==> src/rtl/cordic_phase_detector.sv <==
`default_nettype none
// ============================================================================
//  Module      : cordic_phase_detector
//  Description : Iterative CORDIC vectoring engine. Recovers atan2(sin, cos)
//                as an unsigned full-circle phase (2^PHASE_DW == 2*pi) and
//                the uncompensated magnitude (gain ~1.6468) of one sample at
//                a time, with valid/ready handshakes on both sides.
//  Ports       :
//    clk                  in   single clock, rising edge
//    reset_n              in   synchronous active-low reset
//    s_axis_in_sin_tdata  in   signed y component  [IN_DW]
//    s_axis_in_cos_tdata  in   signed x component  [IN_DW]
//    s_axis_in_tvalid     in   input sample valid
//    s_axis_in_tready     out  block can accept a sample (IDLE only)
//    m_axis_phase_tdata   out  unsigned phase      [PHASE_DW]
//    m_axis_mag_tdata     out  magnitude * gain    [IN_DW+1]
//    m_axis_out_tvalid    out  phase/magnitude valid
//    m_axis_out_tready    in   downstream accepts the result
//  Revision    : 1.0 - initial release
// ============================================================================
module cordic_phase_detector #(
    parameter int IN_DW      = 16,
    parameter int PHASE_DW   = 16,
    parameter int ITERATIONS = 14
) (
    input  logic                 clk,
    input  logic                 reset_n,
    input  logic [IN_DW-1:0]     s_axis_in_sin_tdata,
    input  logic [IN_DW-1:0]     s_axis_in_cos_tdata,
    input  logic                 s_axis_in_tvalid,
    output logic                 s_axis_in_tready,
    output logic [PHASE_DW-1:0]  m_axis_phase_tdata,
    output logic [IN_DW:0]       m_axis_mag_tdata,
    output logic                 m_axis_out_tvalid,
    input  logic                 m_axis_out_tready
);

    // Two guard bits: one for the CORDIC gain growth, one for the sign.
    localparam int c_XW    = IN_DW + 2;
    localparam int c_CW    = $clog2(ITERATIONS);
    localparam int c_DEPTH = 2 ** c_CW;

    localparam logic [1:0] c_IDLE = 2'd0;
    localparam logic [1:0] c_ITER = 2'd1;
    localparam logic [1:0] c_DONE = 2'd2;

    localparam logic [c_CW-1:0]     c_LAST = c_CW'(ITERATIONS - 1);
    localparam logic [PHASE_DW-1:0] c_HALF = {1'b1, {(PHASE_DW-1){1'b0}}};
    localparam real                 c_PI   = 3.14159265358979323846;

    // Arctangent table entry in phase LSBs, evaluated at elaboration only.
    function automatic logic [PHASE_DW-1:0] atan_entry(input int idx);
        real r;
        if (idx == 0) begin
            return c_HALF >> 2;
        end
        r = $atan(1.0 / (2.0 ** idx)) * (2.0 ** PHASE_DW) / (2.0 * c_PI);
        return PHASE_DW'($rtoi(r + 0.5));
    endfunction

    logic [PHASE_DW-1:0] w_atan [c_DEPTH];

    // Table padded to a power of two so any counter value indexes a
    // defined entry; the padding is never reached in normal operation.
    generate
        for (genvar g = 0; g < c_DEPTH; g++) begin : g_atan
            if (g < ITERATIONS) begin : g_entry
                localparam logic [PHASE_DW-1:0] c_VAL = atan_entry(g);
                assign w_atan[g] = c_VAL;
            end else begin : g_pad
                assign w_atan[g] = '0;
            end
        end
    endgenerate

    logic [1:0]               r_state_q, w_state_d;
    logic [c_CW-1:0]          r_iter_q,  w_iter_d;
    logic signed [c_XW-1:0]   r_x_q,     w_x_d;
    logic signed [c_XW-1:0]   r_y_q,     w_y_d;
    logic [PHASE_DW-1:0]      r_z_q,     w_z_d;
    logic                     r_zero_q,  w_zero_d;
    logic [PHASE_DW-1:0]      r_phase_q, w_phase_d;
    logic [IN_DW:0]           r_mag_q,   w_mag_d;
    logic                     r_valid_q, w_valid_d;

    logic signed [c_XW-1:0]   w_sin_ext, w_cos_ext;
    logic signed [c_XW-1:0]   w_x_shr, w_y_shr;
    logic signed [c_XW-1:0]   w_x_rot, w_y_rot;
    logic [PHASE_DW-1:0]      w_z_rot;

    assign s_axis_in_tready   = reset_n && (r_state_q == c_IDLE);
    assign m_axis_phase_tdata = r_phase_q;
    assign m_axis_mag_tdata   = r_mag_q;
    assign m_axis_out_tvalid  = r_valid_q;

    always_comb begin
        w_sin_ext = {{2{s_axis_in_sin_tdata[IN_DW-1]}}, s_axis_in_sin_tdata};
        w_cos_ext = {{2{s_axis_in_cos_tdata[IN_DW-1]}}, s_axis_in_cos_tdata};

        // One micro-rotation driving y toward zero; both updates use the
        // pre-update x and y.
        w_x_shr = r_x_q >>> r_iter_q;
        w_y_shr = r_y_q >>> r_iter_q;
        if (!r_y_q[c_XW-1]) begin
            w_x_rot = r_x_q + w_y_shr;
            w_y_rot = r_y_q - w_x_shr;
            w_z_rot = r_z_q + w_atan[r_iter_q];
        end else begin
            w_x_rot = r_x_q - w_y_shr;
            w_y_rot = r_y_q + w_x_shr;
            w_z_rot = r_z_q - w_atan[r_iter_q];
        end

        w_state_d = r_state_q;
        w_iter_d  = r_iter_q;
        w_x_d     = r_x_q;
        w_y_d     = r_y_q;
        w_z_d     = r_z_q;
        w_zero_d  = r_zero_q;
        w_phase_d = r_phase_q;
        w_mag_d   = r_mag_q;
        w_valid_d = r_valid_q;

        case (r_state_q)
            c_IDLE: begin
                if (s_axis_in_tvalid) begin
                    // Left half-plane samples are rotated by pi first so the
                    // iterations only need to cover +/- 90 degrees.
                    if (w_cos_ext[c_XW-1]) begin
                        w_x_d = -w_cos_ext;
                        w_y_d = -w_sin_ext;
                        w_z_d = c_HALF;
                    end else begin
                        w_x_d = w_cos_ext;
                        w_y_d = w_sin_ext;
                        w_z_d = '0;
                    end
                    w_zero_d  = (s_axis_in_sin_tdata == '0) &&
                                (s_axis_in_cos_tdata == '0);
                    w_iter_d  = '0;
                    w_state_d = c_ITER;
                end
            end
            c_ITER: begin
                w_x_d    = w_x_rot;
                w_y_d    = w_y_rot;
                w_z_d    = w_z_rot;
                w_iter_d = r_iter_q + c_CW'(1);
                if (r_iter_q == c_LAST) begin
                    w_state_d = c_DONE;
                    w_valid_d = 1'b1;
                    // A zero vector has no defined angle; report 0/0.
                    w_phase_d = r_zero_q ? '0 : w_z_rot;
                    w_mag_d   = r_zero_q ? '0 : w_x_rot[IN_DW:0];
                end
            end
            c_DONE: begin
                if (m_axis_out_tready) begin
                    w_state_d = c_IDLE;
                    w_valid_d = 1'b0;
                end
            end
            default: begin
                w_state_d = c_IDLE;
                w_valid_d = 1'b0;
            end
        endcase
    end

    always_ff @(posedge clk) begin
        if (!reset_n) begin
            r_state_q <= c_IDLE;
            r_iter_q  <= '0;
            r_x_q     <= '0;
            r_y_q     <= '0;
            r_z_q     <= '0;
            r_zero_q  <= 1'b0;
            r_phase_q <= '0;
            r_mag_q   <= '0;
            r_valid_q <= 1'b0;
        end else begin
            r_state_q <= w_state_d;
            r_iter_q  <= w_iter_d;
            r_x_q     <= w_x_d;
            r_y_q     <= w_y_d;
            r_z_q     <= w_z_d;
            r_zero_q  <= w_zero_d;
            r_phase_q <= w_phase_d;
            r_mag_q   <= w_mag_d;
            r_valid_q <= w_valid_d;
        end
    end

endmodule
`default_nettype wire
==> config.mk <==
export PLATFORM = sky130hd
export DESIGN_NAME = cordic_phase_detector
export DESIGN_NICKNAME = d
export VERILOG_FILES = /design/src/rtl/cordic_phase_detector.sv
export SDC_FILE = /design/constraint.sdc
export NUM_CORES = 1
export LEC_CHECK = 0
export BUFFER_PORTS_ARGS = -buffer_cell sky130_fd_sc_hd__buf_2
export CORE_AREA = 2 2 182 184
export CTS_CLUSTER_DIAMETER = 40
export CTS_CLUSTER_SIZE = 16
export DETAILED_ROUTE_END_ITERATION = 6
export DIE_AREA = 0 0 184 186
export PLACE_DENSITY = 0.43
export SYNTH_ARGS = -nofsm -noshare
export SYNTH_HDL_FRONTEND = slang
export SYNTH_SLANG_ARGS = --single-unit
==> constraint.sdc <==
create_clock -name clk -period 6.68 [get_ports clk]
set_clock_uncertainty 0.2 [all_clocks]
set_input_delay 0.334 -clock clk [delete_from_list [all_inputs] [get_ports clk]]
set_output_delay 0.334 -clock clk [all_outputs]
set_load 0.03 [all_outputs]
==> results.json, run 1 <==
{
  "vdd.ir_drop.worst_uv": 204,
  "power_leakage_nw": 4.25,
  "fin_area_um2": 10500,
  "gp_congestion": 0.842,
  "ys_seq_elements": 93,
  "status": "complete, no violations",
  "setup-tns-final_ns": 0,
  "placed_cell_area_um2": 10200,
  "ant_nets": 0,
  "cts_tree": "yes",
  "initial_utilization_pct": 29.7,
  "critPathCaptureType": "register",
  "grt_setup_unrepaired": "no",
  "avgSynthCellArea_um2": 7.71,
  "drt-vias-per-instance": 5.53,
  "finalNonFillerCells": 1674,
  "die-area_um2": 34200,
  "synth_most_common_cell": "nor2_1",
  "grt_max_degree": 72,
  "syn_inst": 1241,
  "antenna_found_initial": 0,
  "synth_area_um2": 9570,
  "top_layer_used": "met4",
  "wirelength_met1_mm": 16.0,
  "drt_iter0_markers": 596,
  "r2r-start": "r_iter_q[0]",
  "async_reset_ff_share_pct": 0,
  "fin_crit_ns": 5.97,
  "dr_total_vias": 9253,
  "clockBufferDepth": 2,
  "fin_ws_ns": 0.714,
  "crit_top_cell": "a21o_1",
  "nNetsFinal": 1360,
  "synth-edff-count": 0,
  "drc": 0,
  "antenna_cells": 0,
  "cts_buffers": 9,
  "hold_start": "s_axis_in_tvalid",
  "synth_nets": 1340,
  "hold_viol": 0,
  "path_clk_slew_ns": 0.07,
  "start_kind": "register",
  "maxSlewHeadroom_pct": 32.7,
  "track_usage_pct": 19.7,
  "cp_num_buf_inv": 1,
  "period_share_pct": 89.3,
  "grt_first_pass_wirelength_mm": 52.2,
  "path_cells": "buf_4, mux2_2, a221oi_1, o21bai_1, a21o_1, ha_1, nand4_1, o31a_1, nor2_1, o22ai_1, ha_1, a21o_1, a21o_1, or3_1, nor3_1, o31ai_1, xor2_1, or3b_2, a21oi_1",
  "wl_per_cell_um": 20.0,
  "synth_top_area_cell": "dfxtp_1",
  "dp_worst_setup_slack_ns": 0.821,
  "core_region_area_um2": 32200,
  "dpl.cell_count": 1658,
  "ctsHtreeMaxLevel": 3,
  "cpPeakStageDelay_ns": 0.74,
  "post_cts_buffers": 0,
  "ys_seq_area_share_pct": 19.4,
  "grt_overflow": 0,
  "worstSkewPairLatency_ns": 0.37,
  "synth_top_cells_by_count": "159 x nor2_1, 106 x nand2_1, 103 x a21oi_1",
  "port_buffers": 70,
  "max_slew.worst_pin.slew_ns": 1.00,
  "synthToLayoutAreaGrowth_pct": 9.84,
  "maxCapViolCount": 0,
  "drive_gt1_share_pct": 14.9,
  "synth_area_leaders": "dfxtp_1 19%, ha_1 7.8%, nor2_1 6.2%, mux4_2 5.6%, a21oi_1 5.4%",
  "die_y_um": 186,
  "worstSetupPathType": "reg -> reg",
  "synth_ff_type": "dfxtp_1",
  "yosysUniqueCellTypes": 86,
  "slew_viol_final": 0,
  "hold_path.class": "in -> reg",
  "power_density_nw_per_um2": 431,
  "netlist.area_leader.share_pct": 19.4,
  "crit_start": "r_iter_q[0]",
  "top_level_ports": 71,
  "max_clock_freq_mhz": 168,
  "cts.sinks": 93,
  "ctsResizeCount": 0,
  "critPathMaxFanout": 24,
  "dpl.hpwl_mm": 25.0,
  "dr.pass1.iters": 5,
  "wl_met3_mm": 1.10,
  "fp-row-count": 66,
  "final-setup-viol-count": 0,
  "cts_hold_buf": 0,
  "dr_wl_met2_mm": 15.9,
  "fp.dieW_um": 184,
  "critPathSlowestCell": "dfxtp_2",
  "cp_data_arrival_time_ns": 6.05,
  "ctsRootBufferMaster": "clkbuf_16",
  "required_ns": 6.77,
  "yosysWarnings": 0,
  "grt_pass1_vias": 8971,
  "wirelength_mm": 33.5,
  "crit_family": "compound AO/OA/AOI/OAI gates"
}
## cells in the final DEF (no fill, tap or decap), drive strengths merged, types with 14 or more instances in the layout
master / count
nor2b: 19
xor2: 42
nor3: 29
a21oi: 105
mux4: 24
mux2: 27
nand3: 37
o22ai: 15
a22oi: 22
o21a: 14
a211oi: 24
nand2: 107
o21ai: 61
nor2: 159
mux2i: 27
inv: 38
ha: 60
nand2b: 16
xnor2: 56
buf: 89
dfxtp: 93
## through the flow
| step | util [%] | power [mW] | hold WS, ns |
|---|---|---|---|
| 2_1_floorplan | - | 3.20 | 0.251 |
| 3_3_place_gp | 31.8 | 4.02 | 0.238 |
| 3_5_place_dp | 31.8 | 3.99 | 0.245 |
| 4_1_cts | 32.7 | 4.55 | 0.0262 |
| 5_1_grt | 32.7 | 4.94 | 0.0471 |
| 6_report | 32.7 | 4.53 | 0.0398 |
## final timing paths
| path | endpoint | slack [ns] | cells past startpoint |
|---|---|---|---|
| hold / removal | r_state_q[0] | 0.04 | 3 |
| setup / recovery | m_axis_mag_tdata[16] | 0.71 | 19 |
| hold reg to reg | m_axis_phase_tdata[14] | 0.26 | 2 |
| setup reg to reg | m_axis_mag_tdata[16] | 0.71 | 19 |
## flip-flops by register name (all words and copies together) (netlist names)
signal,count
m_axis_phase_tdata,16
m_axis_out_tvalid,1
r_zero_q,1
r_iter_q,4
r_y_q,18
r_x_q,18
r_state_q,2
m_axis_mag_tdata,17
r_z_q,16
## worst reg2reg max path, cell delays in order, from the launching register on
cell and delay [ns]:
dfxtp_2 0.74, buf_4 0.45, mux2_2 0.39, a221oi_1 0.46, o21bai_1 0.21, a21o_1 0.18, ha_1 0.25, nand4_1 0.21
o31a_1 0.35, nor2_1 0.09, o22ai_1 0.09, ha_1 0.36, a21o_1 0.19, a21o_1 0.19, or3_1 0.30, nor3_1 0.23
o31ai_1 0.15, xor2_1 0.23, or3b_2 0.47, a21oi_1 0.15
## where the power goes
part           total, mW  switching [mW]  internal [mW]  leakage, nW
combinational       3.12            1.79           1.33         3.35
clock              0.516           0.259          0.258        0.138
sequential         0.894           0.241          0.653        0.761
total               4.53            2.29           2.24         4.25
## logic make-up after synthesis
kind of cell,after synthesis,synth area share (%)
multiplexers,78,11.7
AO/OA/AOI/OAI,361,25.2
XOR/XNOR,98,8.96
buffers and inverters,115,5.11
flip-flops,93,19.4
AND/OR/NAND/NOR,433,21.2
adder cells (fa/ha/maj),63,8.47
## per-layer routing
metal,vias up,global-route usage (%)
li1,4587,-
met1,4456,26.7
met2,185,33.7
met3,25,1.72
met4,0,5.15
met5,-,0
## area by class of cell
class	instances	area [um2]
clock buffer	9	225
clock inverter	7	55.1
fill	3558	21700
inverter	35	131
multi-input combinational	1033	7230
sequential	93	1870
tap	408	510
timing repair buffer	89	493
Note: power is estimated with default switching activity, not from simulation.
==> inputs of run 2 (changes only) <==
--- a/config.mk
+++ b/config.mk
@@ -5,12 +5,13 @@
 export SDC_FILE = /design/constraint.sdc
 export NUM_CORES = 1
 export LEC_CHECK = 0
+export ABC_AREA = 1
 export BUFFER_PORTS_ARGS = -buffer_cell sky130_fd_sc_hd__buf_2
-export CORE_AREA = 2 2 182 184
+export CORE_AREA = 5 5 183 185
 export CTS_CLUSTER_DIAMETER = 40
 export CTS_CLUSTER_SIZE = 16
 export DETAILED_ROUTE_END_ITERATION = 6
-export DIE_AREA = 0 0 184 186
+export DIE_AREA = 0 0 188 190
 export PLACE_DENSITY = 0.43
 export SYNTH_ARGS = -nofsm -noshare
 export SYNTH_HDL_FRONTEND = slang
==> run 2 against run 1 <==
Non-clock buffer count is 2 lower. Worst hold slack better by 0.059 ns. Register-to-register slack improved by 0.73 ns. Cell area is 2.1% lower. Count of clock-buffer cells in the layout grew 1.
==> results.json, run 2 <==
{
  "status": "complete, no violations",
  "grt_max_degree": 41,
  "yosysUniqueCellTypes": 49,
  "synth_area_leaders": "dfxtp_1 20%, nand2_1 18%, a21oi_1 8.4%, ha_1 8.1%, nand3_1 7.4%",
  "layout_common_cells": "454 x nand2_1, 157 x a21oi_1, 138 x inv_1, 138 x nand3_1, 111 x nor2_1",
  "placed_cell_area_um2": 9960,
  "wirelength_mm": 33.5,
  "dr_total_vias": 10100,
  "grt_overflow": 0,
  "path_clk_slew_ns": 0.08,
  "nNetsFinal": 1683,
  "grt_setup_unrepaired": "no",
  "ctsResizeCount": 0,
  "cts.sinks": 93,
  "grt_first_pass_wirelength_mm": 53.5,
  "wl_per_cell_um": 16.8,
  "worstSetupPathType": "reg -> reg",
  "synth_top_cells_by_count": "454 x nand2_1, 157 x a21oi_1, 138 x inv_1, 138 x nand3_1, 114 x nor2_1",
  "synth_nets": 1654,
  "netlist.area_leader.share_pct": 20.0,
  "critPathSlowestCell": "dfxtp_2",
  "die_y_um": 190,
  "clockBufferDepth": 2,
  "power_density_nw_per_um2": 302,
  "setup-tns-final_ns": 0,
  "antenna_found_initial": 0,
  "gr-usage-met3_pct": 1.80,
  "synth_top_area_cell": "dfxtp_1",
  "grt_pass1_vias": 9716,
  "synthToLayoutAreaGrowth_pct": 10.6,
  "n_fill_cell": 3711,
  "avgSynthCellArea_um2": 5.98,
  "hold_viol": 0,
  "ys_seq_elements": 93,
  "drive_gt1_share_pct": 8.24,
  "core_region_area_um2": 31900,
  "cpPeakStageDelay_ns": 0.50,
  "period_share_pct": 78.4,
  "fin_crit_ns": 5.24,
  "worstSkewPairLatency_ns": 0.37,
  "dpl.hpwl_mm": 25.9,
  "drt-vias-per-instance": 5.05,
  "gp_congestion": 0.873,
  "drt_iter0_markers": 732,
  "top_level_ports": 71,
  "synth-edff-count": 0,
  "port_buffers": 70,
  "final-setup-viol-count": 0,
  "ys_seq_area_share_pct": 20.0,
  "crit_family": "compound AO/OA/AOI/OAI gates",
  "finalHoldWorstSlack_ns": 0.0987,
  "vdd.ir_drop.worst_uv": 128,
  "maxSlewHeadroom_pct": 31.0,
  "post_cts_buffers": 0,
  "use_met2_pct": 31.1,
  "use_met1_pct": 25.6,
  "ctsRootBufferMaster": "clkbuf_16",
  "cp_num_buf_inv": 5,
  "dr.pass1.iters": 5,
  "path_cells": "buf_4, inv_2, ha_1, nand2_1, o21ai_0, o21ai_1, inv_1, ha_1, inv_1, nor3_1, nand4_1, nand2_1, xor2_1, inv_1, ha_1, a21o_1, a221oi_1, nand2_1, a21boi_0, nand3b_1, nand3_1, a21oi_1",
  "ctsHtreeMaxLevel": 3,
  "maxCapViolCount": 0,
  "critPathCaptureType": "register",
  "grt_busiest_layer": "met2",
  "power_leakage_nw": 4.93,
  "ant_nets": 0,
  "cts_tree": "yes",
  "max_slew.worst_pin.slew_ns": 1.03,
  "final_common_cell": "nand2_1",
  "initial_utilization_pct": 29.2,
  "yosysWarnings": 0,
  "hold_path.class": "in -> reg",
  "fp-row-count": 66,
  "slew_viol_final": 0,
  "total_power_mw": 3.11,
  "start_kind": "register",
  "cp_data_arrival_time_ns": 5.34,
  "drc": 0,
  "required_ns": 6.78,
  "synth_most_common_cell": "nand2_1",
  "async_reset_ff_share_pct": 0,
  "fin_area_um2": 10300,
  "cts_hold_buf": 0,
  "synth_area_um2": 9310,
  "die-area_um2": 35700,
  "critPathMaxFanout": 39,
  "track_usage_pct": 18.5,
  "synth_ff_type": "dfxtp_1",
  "syn_inst": 1555,
  "cts_buffers": 9,
  "fp.dieW_um": 188,
  "antenna_cells": 0,
  "max_clock_freq_mhz": 191
}
-- run 2: cell types whose count changed after synthesis, sizes merged, moves of 16 or more --
cell	previous run	this run
a211oi	24	5
a21oi	105	157
a22oi	22	2
inv	35	142
mux2	27	0
mux2i	27	0
mux4	24	0
nand2	107	454
nand2b	16	0
nand3	37	138
nor2	159	118
nor2b	19	0
o21ai	61	114
xnor2	56	26
-- run 2: final cells by class --
type                            count  area (um2)  area share [%]
Timing Repair Buffer               87         478            4.64
Clock buffer                       10         239            2.32
Tap cell                          408         510            4.96
Inverter                          145         544            5.29
Sequential cell                    93        1860            18.1
Clock inverter                      6        97.6           0.948
Multi-Input combinational cell   1248        6560            63.7
-- run 2: cell families (layout without fill, tap and decap cells) --
kind of cell               Yosys count  after routing  share of synthesized area (%)
adders and majority gates           63             63                           8.71
and+or+nand+nor                    776            776                           34.9
xor gates and xnor gates            67             67                           6.31
AOI/OAI and AO/OA                  342            342                           20.4
buffers and inverters              214            248                           9.67
DFF                                 93             93                           20.0
-- run 2: report_power, final --
part | internal, mW | switching [mW] | leakage [nW] | total (mW)
logic | 0.631 | 1.18 | 4.00 | 1.81
registers | 0.609 | 0.0745 | 0.760 | 0.684
clock network | 0.346 | 0.269 | 0.166 | 0.615
-- run 2: final timing paths --
check	endpoint	slack, ns	cells after the start	startpoint
worst max register to register	m_axis_phase_tdata[15]	1.44	22	r_iter_q[0]
worst max-delay path	m_axis_phase_tdata[15]	1.44	22	r_iter_q[0]
worst min register to register	m_axis_mag_tdata[5]	0.27	2	m_axis_mag_tdata[5]
worst min-delay path	r_state_q[1]	0.1	3	m_axis_out_tready
-- run 2: metrics by stage --
step                util, %  cells  setup slack [ns]
detailed placement     31.2   1981              1.50
CTS                    32.3   1997              1.44
global placement       31.2   1981              1.58
global route           32.3   1997             0.850
floorplan                 -   1555              2.75
finish                 32.3   1997              1.44
-- run 2: worst reg2reg max path: cells and delay by family (launching register included) --
kind                       cells  cell delay, ns
DFF                            1            0.50
and+or+nand+nor                7            1.19
AOI/OAI and AO/OA              6            1.28
xor gates and xnor gates       1            0.16
adders and majority gates      3            0.92
buffers and inverters          5            0.92
-- run 2: routing by layer --
layer	wire length, um	up-vias	part of all wire (%)
met2	15600	185	46
met3	1110	22	3.3
li1	-	5224	-
met5	0	-	0
met4	506	0	1.5
met1	16300	4650	49
==> inputs of run 3 (changes only) <==
==> config.mk (replaced) <==
export PLATFORM = sky130hd
export DESIGN_NAME = cordic_phase_detector
export DESIGN_NICKNAME = d
export VERILOG_FILES = /design/src/rtl/cordic_phase_detector.sv
export SDC_FILE = /design/constraint.sdc
export NUM_CORES = 1
export LEC_CHECK = 0
export ABC_AREA = 0
export BUFFER_PORTS_ARGS = -buffer_cell sky130_fd_sc_hd__buf_2
export CORE_AREA = 5 5 185 187
export CTS_CLUSTER_DIAMETER = 40
export CTS_CLUSTER_SIZE = 16
export DETAILED_ROUTE_END_ITERATION = 6
export DIE_AREA = 0 0 190 192
export PLACE_DENSITY = 0.45
export SYNTH_ARGS = -nofsm -noshare
export SYNTH_HDL_FRONTEND = slang
export SYNTH_SLANG_ARGS = --single-unit
==> constraint.sdc (replaced) <==
create_clock -name clk -period 4.4 [get_ports clk]
set_clock_uncertainty 0.2 [all_clocks]
set_input_delay 0.22 -clock clk [delete_from_list [all_inputs] [get_ports clk]]
set_output_delay 0.22 -clock clk [all_outputs]
set_load 0.03 [all_outputs]
==> run 3 against run 2 <==
The run now ends with negative setup slack left. Register-to-register slack got worse by 1.7 ns. Fmax grew 13%. Count of clock-buffer cells in the layout shrank 1. Total power rose to 2.9 times the previous value. Worst setup slack worse by 1.7 ns. Critical path depth is 4 lower. Worst hold slack got worse by 0.082 ns. Global-route usage increased by 2.0 points. Combinational power grew to 3.9 times the previous value. Sequential share of layout area fell by 4.0 points. Critical endpoint is now m_axis_mag_tdata[16]. Via count grew 3.4%. Wire length is 14% higher.
==> results.json, run 3 (synthesis gave the netlist of run 1 again) <==
{
  "dr.pass1.iters": 5,
  "status": "finished with violations",
  "final_common_cell": "buf_4",
  "hold_viol": 0,
  "violations": "negative setup slack",
  "drc": 0,
  "final-setup-viol-count": 14,
  "total_power_mw": 9.15,
  "wirelength_mm": 38.1,
  "fin_crit_ns": 4.64,
  "grt_setup_unrepaired": "yes",
  "multi_input_area_um2": 7740,
  "ctsHtreeMaxLevel": 3,
  "cts_tree": "yes",
  "crit_family": "simple AND/OR/NAND/NOR gates",
  "finalHoldWorstSlack_ns": 0.0172,
  "cts_buffers": 9,
  "die_y_um": 192,
  "period_share_pct": 105,
  "drt-vias-per-instance": 5.24,
  "worstSkewPairLatency_ns": 0.38,
  "hold_start": "s_axis_in_sin_tdata[14]",
  "max_slew.worst_pin.slew_ns": 0.976,
  "finalNonFillerCells": 1988,
  "grt_first_pass_wirelength_mm": 58.3,
  "critPathMaxFanout": 8,
  "power_leakage_nw": 5.78,
  "dpl.cell_count": 1948,
  "switching_power_mw": 4.22,
  "hold_path.class": "in -> reg",
  "internal_power_mw": 4.93,
  "cpPeakStageDelay_ns": 0.41,
  "crit_start": "r_iter_q[0]",
  "grt_max_degree": 72,
  "layout.area.seq_um2": 1870,
  "path_clk_slew_ns": 0.08,
  "dpl.hpwl_mm": 29.5,
  "clkPwrFrac_pct": 9.3,
  "cp_data_arrival_time_ns": 4.74,
  "fp.dieW_um": 190,
  "wl_per_cell_um": 19.2,
  "grt_pass1_vias": 9988,
  "path_cells": "buf_8, buf_8, mux2_4, mux2_4, a22o_1, or3_4, nor3b_4, nor2_1, a21oi_1, o32ai_2, ha_1, a21o_1, or3_1, nor3_2, o31ai_2, xor2_1, or3b_4, a21oi_2",
  "vdd.ir_drop.worst_uv": 611,
  "critPathCaptureType": "register",
  "port_buffers": 70,
  "die-area_um2": 36500,
  "dr_total_vias": 10400,
  "postLayoutCoreUtil_pct": 41.2,
  "maxSlewHeadroom_pct": 34.9,
  "synthToLayoutAreaGrowth_pct": 38.8,
  "r2r-start": "r_iter_q[0]",
  "ctsRootBufferMaster": "clkbuf_16",
  "max_clock_freq_mhz": 216,
  "nNetsFinal": 1640,
  "dp_worst_setup_slack_ns": -0.347,
  "slew_viol_final": 0,
  "switching_share_pct": 46.2,
  "clockBufferDepth": 2,
  "fp-row-count": 66,
  "core_region_area_um2": 32300,
  "gp_congestion": 0.891,
  "worstSetupPathType": "reg -> reg",
  "initial_utilization_pct": 29.7,
  "antenna_cells": 0,
  "cts.sinks": 93,
  "critPathSlowestCell": "or3_4",
  "cp_num_buf_inv": 2,
  "track_usage_pct": 20.5,
  "top_level_ports": 71,
  "comb_power_share_pct": 77.4,
  "n_fill_cell": 3349,
  "grt_overflow": 0,
  "power_density_nw_per_um2": 688,
  "ant_nets": 0,
  "maxCapViolCount": 0,
  "drt_iter0_markers": 678,
  "sequentialPowerShare_pct": 13.3,
  "antenna_found_initial": 0,
  "required_ns": 4.50,
  "start_kind": "register",
  "fin_ws_ns": -0.236,
  "layout_common_cells": "284 x buf_4, 153 x nor2_1, 106 x nand2_1",
  "drive_gt1_share_pct": 35.3
}
[run 3: cell types whose count changed in the layout (fill, tap and decap cells not counted), sizes merged, moves of 30 or more]
cell   delta
inv     -108
o21ai    -53
a21oi    -52
buf     +278
nand3   -101
xnor2    +30
nand2   -347
nor2     +41
[run 3: repair_timing]
action | 4_1_cts | 5_1_grt
hold buffers | 4 | 0
pin swaps | 36 | 47
endpoints found under the setup margin | 25 | 41
hold endpoints to repair | 5 | 0
resized for setup | 58 | 63
gates cloned | 0 | 0
buffers inserted | 16 | 8
[run 3: final cells by class]
class	instances	share of cell area [%]
Clock buffer	9	1.69
Clock inverter	7	0.565
Inverter	35	0.988
Multi-Input combinational cell	1033	58.3
Sequential cell	93	14.1
Tap cell	442	4.16
Timing Repair Buffer	369	20.3
[run 3: stage by stage]
stage	setup TNS [ns]	cell area (um2)
6_report	-1.48	13300
5_1_grt	-5.84	13300
4_1_cts	-1.09	13000
3_5_place_dp	-4.33	12300
3_3_place_gp	-3.44	12300
2_1_floorplan	-0.111	9680
[run 3: worst register-to-register path, cell delays in order, from the launching register on]
cell and delay [ns]:
dfxtp_4 0.39, buf_8 0.14, buf_8 0.14, mux2_4 0.31
mux2_4 0.28, a22o_1 0.27, or3_4 0.41, nor3b_4 0.27
nor2_1 0.07, a21oi_1 0.15, o32ai_2 0.10, ha_1 0.31
a21o_1 0.19, or3_1 0.32, nor3_2 0.24, o31ai_2 0.09
xor2_1 0.18, or3b_4 0.40, a21oi_2 0.11
[run 3: path summary, 6_finish.rpt]
check,end,slack (ns),cells after the start
worst max-delay path,m_axis_mag_tdata[16],-0.24,18
worst min-delay path,r_zero_q,0.02,4
worst max register to register,m_axis_mag_tdata[16],-0.24,18
worst min register to register,m_axis_out_tvalid,0.27,2
[run 3: power groups by stage]
stage	Clock, mW	Sequential, mW	Combinational, mW
CTS	0.874	1.21	6.81
detailed placement	0	1.23	6.48
global placement	0	1.23	6.49
global route	0.897	1.23	7.71
floorplan	0	1.15	3.79
finish	0.854	1.21	7.08
[run 3: metal layers]
layer	track usage (%)	up-vias	routed length, um
li1	-	5142	-
met1	28.9	4999	18200
met2	33.0	231	17500
met3	2.45	52	1420
met4	6.04	0	1030
met5	0	-	0
